==> src/rtl/nes_dual_poll_scheduler.sv <==
// Shared-bus NES controller poller: one latch/pulse sequence reads two controllers,
// periodic or manual trigger, active-high button words plus new-press masks.
module nes_dual_poll_scheduler #(
    parameter int LATCH_CYCLES = 600,
    parameter int HALF_CYCLES  = 300,
    parameter int POLL_PERIOD  = 833333
) (
    input  logic       clock,
    input  logic       reset,
    input  logic       From_Controller_1,
    input  logic       From_Controller_2,
    input  logic       poll_now,
    output logic       latch,
    output logic       pulse,
    output logic [7:0] Buttons_1,
    output logic [7:0] Buttons_2,
    output logic [7:0] new_press_1,
    output logic [7:0] new_press_2,
    output logic       sample_valid,
    output logic       busy
);

    localparam int TW   = (POLL_PERIOD > 1) ? $clog2(POLL_PERIOD) : 1;
    localparam int CMAX = (LATCH_CYCLES > HALF_CYCLES) ? LATCH_CYCLES : HALF_CYCLES;
    localparam int CW   = $clog2(CMAX + 1);

    localparam logic [TW-1:0] POLL_LAST  = TW'(POLL_PERIOD - 1);
    localparam logic [CW-1:0] LATCH_LAST = CW'(LATCH_CYCLES - 1);
    localparam logic [CW-1:0] HALF_LAST  = CW'(HALF_CYCLES - 1);

    typedef enum logic [2:0] {
        S_IDLE,
        S_LATCH,
        S_LOW,
        S_HIGH,
        S_DONE
    } state_t;

    state_t          state_q;
    logic [TW-1:0]   poll_q, poll_d;
    logic            pending_q, pending_d;
    logic [CW-1:0]   cnt_q;
    logic [2:0]      bit_q;
    logic [7:0]      shift1_q, shift2_q;
    logic [7:0]      buttons1_q, buttons2_q;
    logic [7:0]      press1_q, press2_q;
    logic            latch_q, pulse_q, valid_q, busy_q;
    logic            timer_tc;

    assign timer_tc = (poll_q == POLL_LAST);

    // A request landing while IDLE consumes pending merges into the one being serviced.
    always_comb begin
        poll_d    = timer_tc ? '0 : poll_q + TW'(1);
        pending_d = pending_q;
        if (state_q == S_IDLE && pending_q) begin
            pending_d = 1'b0;
        end else if (timer_tc || poll_now) begin
            pending_d = 1'b1;
        end
    end

    always_ff @(posedge clock) begin
        if (reset) begin
            state_q    <= S_IDLE;
            poll_q     <= '0;
            pending_q  <= 1'b0;
            cnt_q      <= '0;
            bit_q      <= '0;
            shift1_q   <= '0;
            shift2_q   <= '0;
            buttons1_q <= '0;
            buttons2_q <= '0;
            press1_q   <= '0;
            press2_q   <= '0;
            latch_q    <= 1'b0;
            pulse_q    <= 1'b0;
            valid_q    <= 1'b0;
            busy_q     <= 1'b0;
        end else begin
            poll_q    <= poll_d;
            pending_q <= pending_d;
            press1_q  <= '0;
            press2_q  <= '0;
            valid_q   <= 1'b0;
            case (state_q)
                S_IDLE: begin
                    if (pending_q) begin
                        state_q <= S_LATCH;
                        latch_q <= 1'b1;
                        busy_q  <= 1'b1;
                        cnt_q   <= LATCH_LAST;
                    end
                end
                S_LATCH: begin
                    if (cnt_q == '0) begin
                        state_q <= S_LOW;
                        latch_q <= 1'b0;
                        bit_q   <= '0;
                        cnt_q   <= HALF_LAST;
                    end else begin
                        cnt_q <= cnt_q - CW'(1);
                    end
                end
                S_LOW: begin
                    if (cnt_q == '0) begin
                        shift1_q[bit_q] <= ~From_Controller_1;
                        shift2_q[bit_q] <= ~From_Controller_2;
                        state_q         <= S_HIGH;
                        pulse_q         <= 1'b1;
                        cnt_q           <= HALF_LAST;
                    end else begin
                        cnt_q <= cnt_q - CW'(1);
                    end
                end
                S_HIGH: begin
                    if (cnt_q == '0) begin
                        pulse_q <= 1'b0;
                        if (bit_q == 3'd7) begin
                            // Outputs are loaded on entry to DONE so they are visible during it.
                            state_q    <= S_DONE;
                            buttons1_q <= shift1_q;
                            buttons2_q <= shift2_q;
                            press1_q   <= shift1_q & ~buttons1_q;
                            press2_q   <= shift2_q & ~buttons2_q;
                            valid_q    <= 1'b1;
                        end else begin
                            state_q <= S_LOW;
                            bit_q   <= bit_q + 3'd1;
                            cnt_q   <= HALF_LAST;
                        end
                    end else begin
                        cnt_q <= cnt_q - CW'(1);
                    end
                end
                S_DONE: begin
                    state_q <= S_IDLE;
                    busy_q  <= 1'b0;
                end
                default: begin
                    state_q <= S_IDLE;
                    latch_q <= 1'b0;
                    pulse_q <= 1'b0;
                    busy_q  <= 1'b0;
                end
            endcase
        end
    end

    assign latch        = latch_q;
    assign pulse        = pulse_q;
    assign Buttons_1    = buttons1_q;
    assign Buttons_2    = buttons2_q;
    assign new_press_1  = press1_q;
    assign new_press_2  = press2_q;
    assign sample_valid = valid_q;
    assign busy         = busy_q;

endmodule

==> config.mk <==
export PLATFORM = sky130hd
export DESIGN_NAME = nes_dual_poll_scheduler
export DESIGN_NICKNAME = d
export VERILOG_FILES = /design/src/rtl/nes_dual_poll_scheduler.sv
export SDC_FILE = /design/constraint.sdc
export NUM_CORES = 1
export LEC_CHECK = 0
export BUFFER_PORTS_ARGS = -buffer_cell sky130_fd_sc_hd__buf_4
export CELL_PAD_IN_SITES_DETAIL_PLACEMENT = 0
export CELL_PAD_IN_SITES_GLOBAL_PLACEMENT = 1
export CORE_MARGIN = 10
export CORE_UTILIZATION = 40
export DETAILED_ROUTE_END_ITERATION = 6
export PLACE_DENSITY = 0.74
export SETUP_SLACK_MARGIN = 0.05
export SLEW_MARGIN = 20
export SYNTH_ARGS = -nofsm -noshare
export SYNTH_HDL_FRONTEND = slang
export SYNTH_SLANG_ARGS = --single-unit
==> constraint.sdc <==
create_clock -name clock -period 2 [get_ports clock]
set_clock_uncertainty 0.1 [all_clocks]
set_input_delay 0.2 -clock clock [delete_from_list [all_inputs] [get_ports clock]]
set_output_delay 0.2 -clock clock [all_outputs]
set_load 0.01 [all_outputs]
==> metrics.txt, run 1 <==
# TYPE chip_impl_metric gauge
chip_impl_info{name="run_status",value="complete, but fails checks"} 1
chip_impl_info{name="failed_checks",value="setup timing"} 1
chip_impl_metric{name="vias_in_the_first_global_route",unit=""} 2990
chip_impl_metric{name="cts_num_sinks",unit=""} 89
chip_impl_info{name="clock_tree_from_tritoncts",value="built"} 1
chip_impl_metric{name="timing_max_transition_violations_final",unit=""} 0
chip_impl_metric{name="drtIter0Drc",unit=""} 212
chip_impl_metric{name="seq_power_share",unit=""} 0.472
chip_impl_metric{name="die-area",unit="sq mm"} 0.0135
chip_impl_metric{name="worst-path-max-fanout",unit=""} 5
chip_impl_info{name="dominantRegCellSynth",value="dfxtp_1"} 1
chip_impl_metric{name="initial_antenna_violation_count",unit=""} 0
chip_impl_metric{name="final_core_util",unit=""} 0.564
chip_impl_metric{name="yosys_register_bits",unit=""} 89
chip_impl_metric{name="max-vdd-ir-drop",unit="mV"} 0.375
chip_impl_metric{name="worst_slew_pin_slew",unit="ns"} 0.865
chip_impl_metric{name="grt_usage",unit=""} 0.134
chip_impl_metric{name="std_cell_rows",unit=""} 35
chip_impl_metric{name="number_of_antenna_violating_nets_in_the_routed_design",unit=""} 0
chip_impl_metric{name="syn_area_per_cell",unit="sq um"} 9.80
chip_impl_metric{name="number_of_synthesized_flops_with_an_enable_pin",unit=""} 0
chip_impl_metric{name="port_buffers",unit=""} 40
chip_impl_info{name="critical_path.reg2reg.endpoint",value="shift2_q[5]"} 1
chip_impl_metric{name="max_freq",unit="MHz"} 467
chip_impl_metric{name="hpwl",unit="um"} 6090
chip_impl_metric{name="reg2regPathDepth",unit=""} 8
chip_impl_info{name="min-delay-path-class",value="primary input to register"} 1
chip_impl_metric{name="setup_viol",unit=""} 17
chip_impl_metric{name="detail_route.drc_violations",unit=""} 0
chip_impl_metric{name="via_count",unit=""} 3243
chip_impl_metric{name="totalWireLength",unit="um"} 9470
chip_impl_metric{name="crit_required",unit="ns"} 2.17
chip_impl_metric{name="syn_area",unit="sq mm"} 0.00371
chip_impl_metric{name="finalNetCount",unit=""} 470
chip_impl_metric{name="height_of_the_die",unit="um"} 116
chip_impl_metric{name="vias_per_cell",unit=""} 5.64
chip_impl_metric{name="core_area",unit="sq mm"} 0.00915
chip_impl_metric{name="cell_internal_pwr",unit="mW"} 2.77
chip_impl_info{name="crit_start",value="cnt_q[0]"} 1
chip_impl_metric{name="clock_latency",unit="ns"} 0.37
chip_impl_metric{name="reg2reg_slack",unit="ns"} -0.14
chip_impl_metric{name="leakage_power_total",unit="nW"} 1.96
chip_impl_info{name="start_kind",value="register"} 1
chip_impl_metric{name="post_route_cells_drive_above_1_share",unit=""} 0.379
chip_impl_info{name="most_common_cell_after_layout_fill_and_taps_aside",value="dfxtp_1"} 1
chip_impl_info{name="rsz0062_at_grt",value="yes"} 1
chip_impl_metric{name="synth_warnings",unit=""} 0
chip_impl_metric{name="p_comb_frac",unit=""} 0.227
chip_impl_metric{name="drv.max_cap_violation_count",unit=""} 0
chip_impl_metric{name="portion_of_total_power_attributed_to_the_clock_network",unit=""} 0.301
chip_impl_info{name="setup.worst_path.end_class",value="register"} 1
chip_impl_metric{name="finalHoldViolations",unit=""} 0
chip_impl_metric{name="drtPass1Iterations",unit=""} 4
chip_impl_info{name="cts-root-buf",value="clkbuf_8"} 1
chip_impl_metric{name="clkTransAtPathRegs",unit="ns"} 0.10
chip_impl_info{name="capturing_element_of_the_worst_setup_path",value="shift2_q[5]"} 1
chip_impl_metric{name="syn-instance-count",unit=""} 379
chip_impl_metric{name="htree_num_levels",unit=""} 3
chip_impl_info{name="path_class",value="register to register"} 1
chip_impl_info{name="list_of_cells_traversed_by_the_critical_path",value="inv_2 -> ha_4 -> or4b_4 -> nor4_4 -> buf_6 -> clkbuf_16 -> a31oi_1 -> a311oi_1"} 1
chip_impl_info{name="mostFrequentLayoutCells",value="dfxtp_1 (86), buf_4 (80), nor2_1 (23)"} 1
chip_impl_metric{name="tritoncts.num_buffers",unit=""} 9
chip_impl_metric{name="number_of_antenna_cells_inserted",unit=""} 0
chip_impl_metric{name="grt_first_pass_wirelength",unit="um"} 14600
chip_impl_metric{name="initial_cell_density_of_the_core",unit=""} 0.406
chip_impl_metric{name="die_x",unit="um"} 116
chip_impl_metric{name="n_fill_cell",unit=""} 790
chip_impl_metric{name="period_share",unit=""} 1.07
chip_impl_metric{name="crit_path_max_incr_delay",unit="ns"} 0.50
chip_impl_metric{name="synth.net_count",unit=""} 390
chip_impl_info{name="cell_with_the_largest_stage_delay_on_the_worst_path",value="or4b_4"} 1
chip_impl_info{name="rr_startpoint",value="cnt_q[0]"} 1
chip_impl_metric{name="post_synthesis_sequential_area_ratio",unit=""} 0.480
chip_impl_metric{name="gp_congestion",unit=""} 0.812
chip_impl_metric{name="grt_overflow_total",unit=""} 0
chip_impl_metric{name="drt-wirelength-per-cell",unit="um"} 16.5
chip_impl_metric{name="fraction_of_power_spent_switching_nets",unit=""} 0.319
chip_impl_metric{name="slew_headroom",unit=""} 0.421
chip_impl_metric{name="setup_ws",unit="ns"} -0.140
chip_impl_metric{name="asyncSetResetFlopFracSynth",unit=""} 0
chip_impl_metric{name="dpl_worst_slack",unit="ns"} -0.130
chip_impl_metric{name="worstPathArrival",unit="ns"} 2.31
chip_impl_metric{name="synthToLayoutAreaGrowth",unit="%"} 38.9
chip_impl_metric{name="grt_start_max_net_pins",unit=""} 27
chip_impl_metric{name="cts_max_path_bufs",unit=""} 2
chip_impl_metric{name="floorplan.io_pins",unit=""} 41
chip_impl_metric{name="ys_types",unit=""} 53
chip_impl_metric{name="final.min_clock_period",unit="ns"} 2.14
chip_impl_metric{name="powerDensity",unit="mW/mm^2"} 789
chip_impl_metric{name="total_switching_power",unit="mW"} 1.30
-- metrics by stage --
stage	cells	instance area [sq um]	TNS, ns	hold WS (ns)	total power, mW
6_report	575	5160	-0.760	0.0311	4.07
5_1_grt	575	5160	-2.54	0.0694	4.28
4_1_cts	565	4800	-0.0116	0.0231	4.03
3_5_place_dp	540	4430	-2.37	0.346	2.73
3_3_place_gp	540	4430	-1.32	0.338	2.73
2_1_floorplan	379	3850	-0.619	0.304	2.47
-- layout make-up --
class	count	area, sq um	area share
repair buffers	95	856	0.166
well taps	111	139	0.0269
inverters	15	68.8	0.0133
multi-input cells	247	2080	0.404
clock buffers	9	124	0.0240
repair inverters	2	27.5	0.00534
flip-flops and latches	89	1790	0.346
clock inverters	7	73.8	0.0143
-- sequential cells by signal, summed over array words and instances (netlist names), 3 cells and up --
signal,count
new_press_1,8
state_q,3
Buttons_1,8
shift1_q,8
shift2_q,8
cnt_q,10
bit_q,3
poll_q,20
Buttons_2,8
new_press_2,8
-- critical path: cells and delay by family, from the launching register on --
kind | cells | cell delay (ns)
AND/OR/NAND/NOR | 2 | 0.67
buffers and inverters | 3 | 0.40
AO/OA/AOI/OAI | 2 | 0.39
flip-flops | 1 | 0.33
adder cells (fa/ha/maj) | 1 | 0.14
-- Yosys cell counts (3+ instances only) --
cell,instances,area share
o21ai_0,7,0.0094
a21oi_1,11,0.015
inv_1,14,0.014
xor2_1,11,0.026
nand3_1,11,0.015
a311oi_1,17,0.040
dfxtp_1,89,0.48
buf_1,3,0.0030
o32ai_1,4,0.0094
ha_1,6,0.020
nor3b_1,16,0.032
clkbuf_1,16,0.016
and4_1,5,0.012
or4_1,3,0.0061
nor3_1,8,0.011
a22o_1,16,0.038
or4b_2,3,0.0081
a211oi_1,5,0.010
nor2_1,23,0.023
nand2_1,16,0.016
and2_1,4,0.0067
buf_2,7,0.0094
nand4_1,9,0.015
or3_1,6,0.010
o31ai_1,4,0.0081
nor2b_1,4,0.0067
a31oi_1,23,0.039
-- metal layers --
layer  up-vias  wire length, um  track usage
li1       1596                -            -
met1      1554             4270        0.164
met2        72             4500        0.216
met3        21              483       0.0360
met4         0              225       0.0567
met5         -                0            0
-- power groups by stage --
stage               Sequential [mW]  Combinational (mW)  Clock, mW
floorplan                      1.95               0.520          0
global placement               1.96               0.770          0
detailed placement             1.96               0.772          0
CTS                            1.92               0.845       1.27
global route                   1.93                1.01       1.34
finish                         1.92               0.925       1.22
-- timing repair --
item,CTS,global route
hold buffers,3,0
setup endpoints to repair,72,82
resized for setup,20,38
hold endpoints to repair,19,0
pin swaps,15,30
gates cloned,0,6
setup buffers,6,5
-- kinds of logic (layout without fill, tap and decap cells) --
logic type / count (synthesis) / after routing / share of synthesized area
xor gates and xnor gates: 13 / 13 / 0.0307
DFF: 89 / 89 / 0.480
AOI/OAI and AO/OA: 99 / 99 / 0.197
muxes: 1 / 1 / 0.00270
adders and majority gates: 6 / 6 / 0.0202
buffers and inverters: 43 / 128 / 0.0499
and+or+nand+nor: 128 / 128 / 0.220
-- worst min path at each step --
stage | start | to | slack [ns] | depth (start not counted)
5_1_grt | poll_now | pending_q | 0.07 | 3
4_1_cts | poll_now | pending_q | 0.02 | 3
3_3_place_gp | Buttons_2[2] | new_press_2[2] | 0.34 | 1
3_5_place_dp | Buttons_2[1] | new_press_2[1] | 0.35 | 1
2_1_floorplan | poll_now | pending_q | 0.30 | 2
6_report | poll_now | pending_q | 0.03 | 3
Power figures use the tool's default switching activity.
==> run 2, diff against run 1 <==
Settings changed: CORE_UTILIZATION 40 to 45, PLACE_DENSITY 0.74 to 0.79.
Clock period 2 ns to 2.32 ns, I/O delays scaled along.
==> metrics.txt, run 2 (synthesis gave the netlist of run 1 again) <==
# TYPE chip_impl_metric gauge
chip_impl_info{name="run_status",value="completed"} 1
chip_impl_metric{name="port_buffers",unit=""} 40
chip_impl_metric{name="crit_path_max_incr_delay",unit="ns"} 0.51
chip_impl_info{name="clock_tree_from_tritoncts",value="built"} 1
chip_impl_metric{name="final.min_clock_period",unit="ns"} 2.17
chip_impl_info{name="worstHoldEndpoint",value="shift1_q[3]"} 1
chip_impl_metric{name="met2_usage",unit=""} 0.204
chip_impl_metric{name="drv.max_cap_violation_count",unit=""} 0
chip_impl_metric{name="grt_start_max_net_pins",unit=""} 26
chip_impl_metric{name="timing.setup.tns",unit="ns"} 0
chip_impl_info{name="gr_peak_layer",value="met2"} 1
chip_impl_metric{name="powerDensity",unit="mW/mm^2"} 768
chip_impl_info{name="rr_startpoint",value="cnt_q[1]"} 1
chip_impl_metric{name="worst-path-max-fanout",unit=""} 9
chip_impl_metric{name="finalHoldViolations",unit=""} 0
chip_impl_metric{name="p_comb_frac",unit=""} 0.182
chip_impl_metric{name="dpl_worst_slack",unit="ns"} 0.0535
chip_impl_info{name="largest_register_by_flop_count",value="poll_q"} 1
chip_impl_metric{name="reg2reg_slack",unit="ns"} 0.15
chip_impl_metric{name="setup_ws",unit="ns"} 0.150
chip_impl_metric{name="clock_latency",unit="ns"} 0.35
chip_impl_metric{name="global_route.usage.met3",unit=""} 0.0314
chip_impl_metric{name="total_switching_power",unit="mW"} 0.984
chip_impl_metric{name="drt-wirelength-per-cell",unit="um"} 15.7
chip_impl_metric{name="vias_in_the_first_global_route",unit=""} 2866
chip_impl_info{name="setup.worst_path.end_class",value="register"} 1
chip_impl_metric{name="slew_headroom",unit=""} 0.598
chip_impl_info{name="cts-root-buf",value="clkbuf_8"} 1
chip_impl_metric{name="period_share",unit=""} 0.936
chip_impl_metric{name="die-area",unit="sq mm"} 0.0123
chip_impl_info{name="reg_top3",value="poll_q x20, cnt_q x10"} 1
chip_impl_metric{name="leakage_power_total",unit="nW"} 1.65
chip_impl_metric{name="met1_usage_grt",unit=""} 0.177
chip_impl_metric{name="crit_required",unit="ns"} 2.52
chip_impl_metric{name="clkTransAtPathRegs",unit="ns"} 0.09
chip_impl_metric{name="via_count",unit=""} 3061
chip_impl_info{name="rsz0062_at_grt",value="no"} 1
chip_impl_metric{name="n_fill_cell",unit=""} 719
chip_impl_metric{name="std_cell_rows",unit=""} 33
chip_impl_metric{name="min_delay_path_depth",unit=""} 2
chip_impl_metric{name="largest_register_ffs",unit=""} 20
chip_impl_metric{name="tritoncts.num_buffers",unit=""} 9
chip_impl_info{name="critical_path.reg2reg.endpoint",value="cnt_q[3]"} 1
chip_impl_info{name="mostFrequentLayoutCells",value="dfxtp_1 (88), buf_4 (55), nor2_1 (23), a31oi_1 (23), a311oi_1 (17)"} 1
chip_impl_metric{name="floorplan.io_pins",unit=""} 41
chip_impl_info{name="most_common_cell_after_layout_fill_and_taps_aside",value="dfxtp_1"} 1
chip_impl_metric{name="worstPathArrival",unit="ns"} 2.37
chip_impl_metric{name="number_of_antenna_cells_inserted",unit=""} 0
chip_impl_metric{name="footprint_of_the_multi_input_gates",unit="sq mm"} 0.00179
chip_impl_metric{name="worst-path-buf-inv",unit=""} 2
chip_impl_info{name="crit_start",value="cnt_q[1]"} 1
chip_impl_info{name="start_kind",value="register"} 1
chip_impl_metric{name="drtIter0Drc",unit=""} 139
chip_impl_metric{name="cell_internal_pwr",unit="mW"} 2.46
chip_impl_metric{name="detail_route.drc_violations",unit=""} 0
chip_impl_info{name="cell_with_the_largest_stage_delay_on_the_worst_path",value="or4b_4"} 1
chip_impl_metric{name="grt_first_pass_wirelength",unit="um"} 14200
chip_impl_metric{name="worst_path_depth",unit=""} 7
chip_impl_metric{name="hpwl",unit="um"} 5750
chip_impl_metric{name="gp_congestion",unit=""} 0.777
chip_impl_metric{name="portion_of_total_power_attributed_to_the_clock_network",unit=""} 0.338
chip_impl_metric{name="drtPass1Iterations",unit=""} 4
chip_impl_metric{name="worst_slew_pin_slew",unit="ns"} 0.603
chip_impl_metric{name="height_of_the_die",unit="um"} 111
chip_impl_metric{name="core_area",unit="sq mm"} 0.00813
chip_impl_info{name="min-delay-path-class",value="primary input to register"} 1
chip_impl_info{name="min-delay-start",value="From_Controller_1"} 1
chip_impl_metric{name="post_route_cells_drive_above_1_share",unit=""} 0.239
chip_impl_metric{name="max_freq",unit="MHz"} 461
chip_impl_metric{name="die_x",unit="um"} 111
chip_impl_metric{name="reg2regPathDepth",unit=""} 7
chip_impl_metric{name="timing_max_transition_violations_final",unit=""} 0
chip_impl_metric{name="seq_power_share",unit=""} 0.481
chip_impl_metric{name="synthToLayoutAreaGrowth",unit="%"} 20.8
chip_impl_metric{name="cts_num_sinks",unit=""} 89
chip_impl_metric{name="htree_num_levels",unit=""} 3
chip_impl_metric{name="initial_antenna_violation_count",unit=""} 0
chip_impl_metric{name="seqCellArea",unit="sq mm"} 0.00178
chip_impl_metric{name="grt_usage",unit=""} 0.133
chip_impl_metric{name="grt_overflow_total",unit=""} 0
chip_impl_metric{name="initial_cell_density_of_the_core",unit=""} 0.457
chip_impl_metric{name="cts_max_path_bufs",unit=""} 2
chip_impl_metric{name="final_core_util",unit=""} 0.551
chip_impl_metric{name="fraction_of_power_spent_switching_nets",unit=""} 0.286
chip_impl_metric{name="number_of_antenna_violating_nets_in_the_routed_design",unit=""} 0
chip_impl_metric{name="setup_viol",unit=""} 0
chip_impl_info{name="list_of_cells_traversed_by_the_critical_path",value="inv_1 -> ha_4 -> or4b_4 -> nor4_4 -> buf_6 -> or2_2 -> o221a_2"} 1
chip_impl_metric{name="totalWireLength",unit="um"} 8360
chip_impl_metric{name="finalNetCount",unit=""} 433
chip_impl_metric{name="cts.hold.buffers_added",unit=""} 0
chip_impl_info{name="critPathTopFamily",value="simple AND/OR/NAND/NOR gates"} 1
chip_impl_metric{name="vias_per_cell",unit=""} 5.75
chip_impl_info{name="path_class",value="register to register"} 1
chip_impl_metric{name="max-vdd-ir-drop",unit="mV"} 0.543
-- run 2: power by group through the flow --
stage / logic [mW] / registers [mW] / clock network (mW)
6_report: 0.625 / 1.66 / 1.16
5_1_grt: 0.687 / 1.67 / 1.25
4_1_cts: 0.598 / 1.65 / 1.19
3_5_place_dp: 0.596 / 1.69 / 0
3_3_place_gp: 0.592 / 1.69 / 0
2_1_floorplan: 0.421 / 1.67 / 0
-- run 2: area by class of cell --
cell class	count	share of cell area
clock buffer	9	0.0276
clock inverter	7	0.0209
inverter	15	0.0128
multi-input combinational	247	0.400
sequential	89	0.398
tap	105	0.0293
timing repair buffer	60	0.112
-- run 2: repair_timing --
item | CTS | global route
buffers inserted | 0 | 3
gates cloned | 0 | 1
endpoints found under the setup margin | 26 | 59
gates resized for setup | 2 | 12
pin swaps | 1 | 2
-- run 2: how the worst max path moves through the flow --
stage | endpoint | slack, ns
5_1_grt | cnt_q[3] | 0.05
3_3_place_gp | Buttons_1[0] | 0.12
2_1_floorplan | shift1_q[6] | 0.1
3_5_place_dp | shift1_q[2] | 0.05
6_report | cnt_q[3] | 0.15
4_1_cts | cnt_q[8] | 0.05
-- run 2: routing by layer --
metal	wire, um	part of all wire
met4	112	0.013
met3	397	0.048
met2	3800	0.45
met1	4050	0.48
met5	0	0
-- run 2: through the flow --
stage                     hold WS (ns)  power, mW  instance area, sq um  std cells
after floorplan                  0.336       2.09                  3710        379
after global placement           0.338       2.28                  4160        512
after detailed placement         0.338       2.29                  4160        512
after CTS                       0.0352       3.44                  4380        528
after global routing            0.0397       3.61                  4480        532
final                           0.0506       3.44                  4480        532
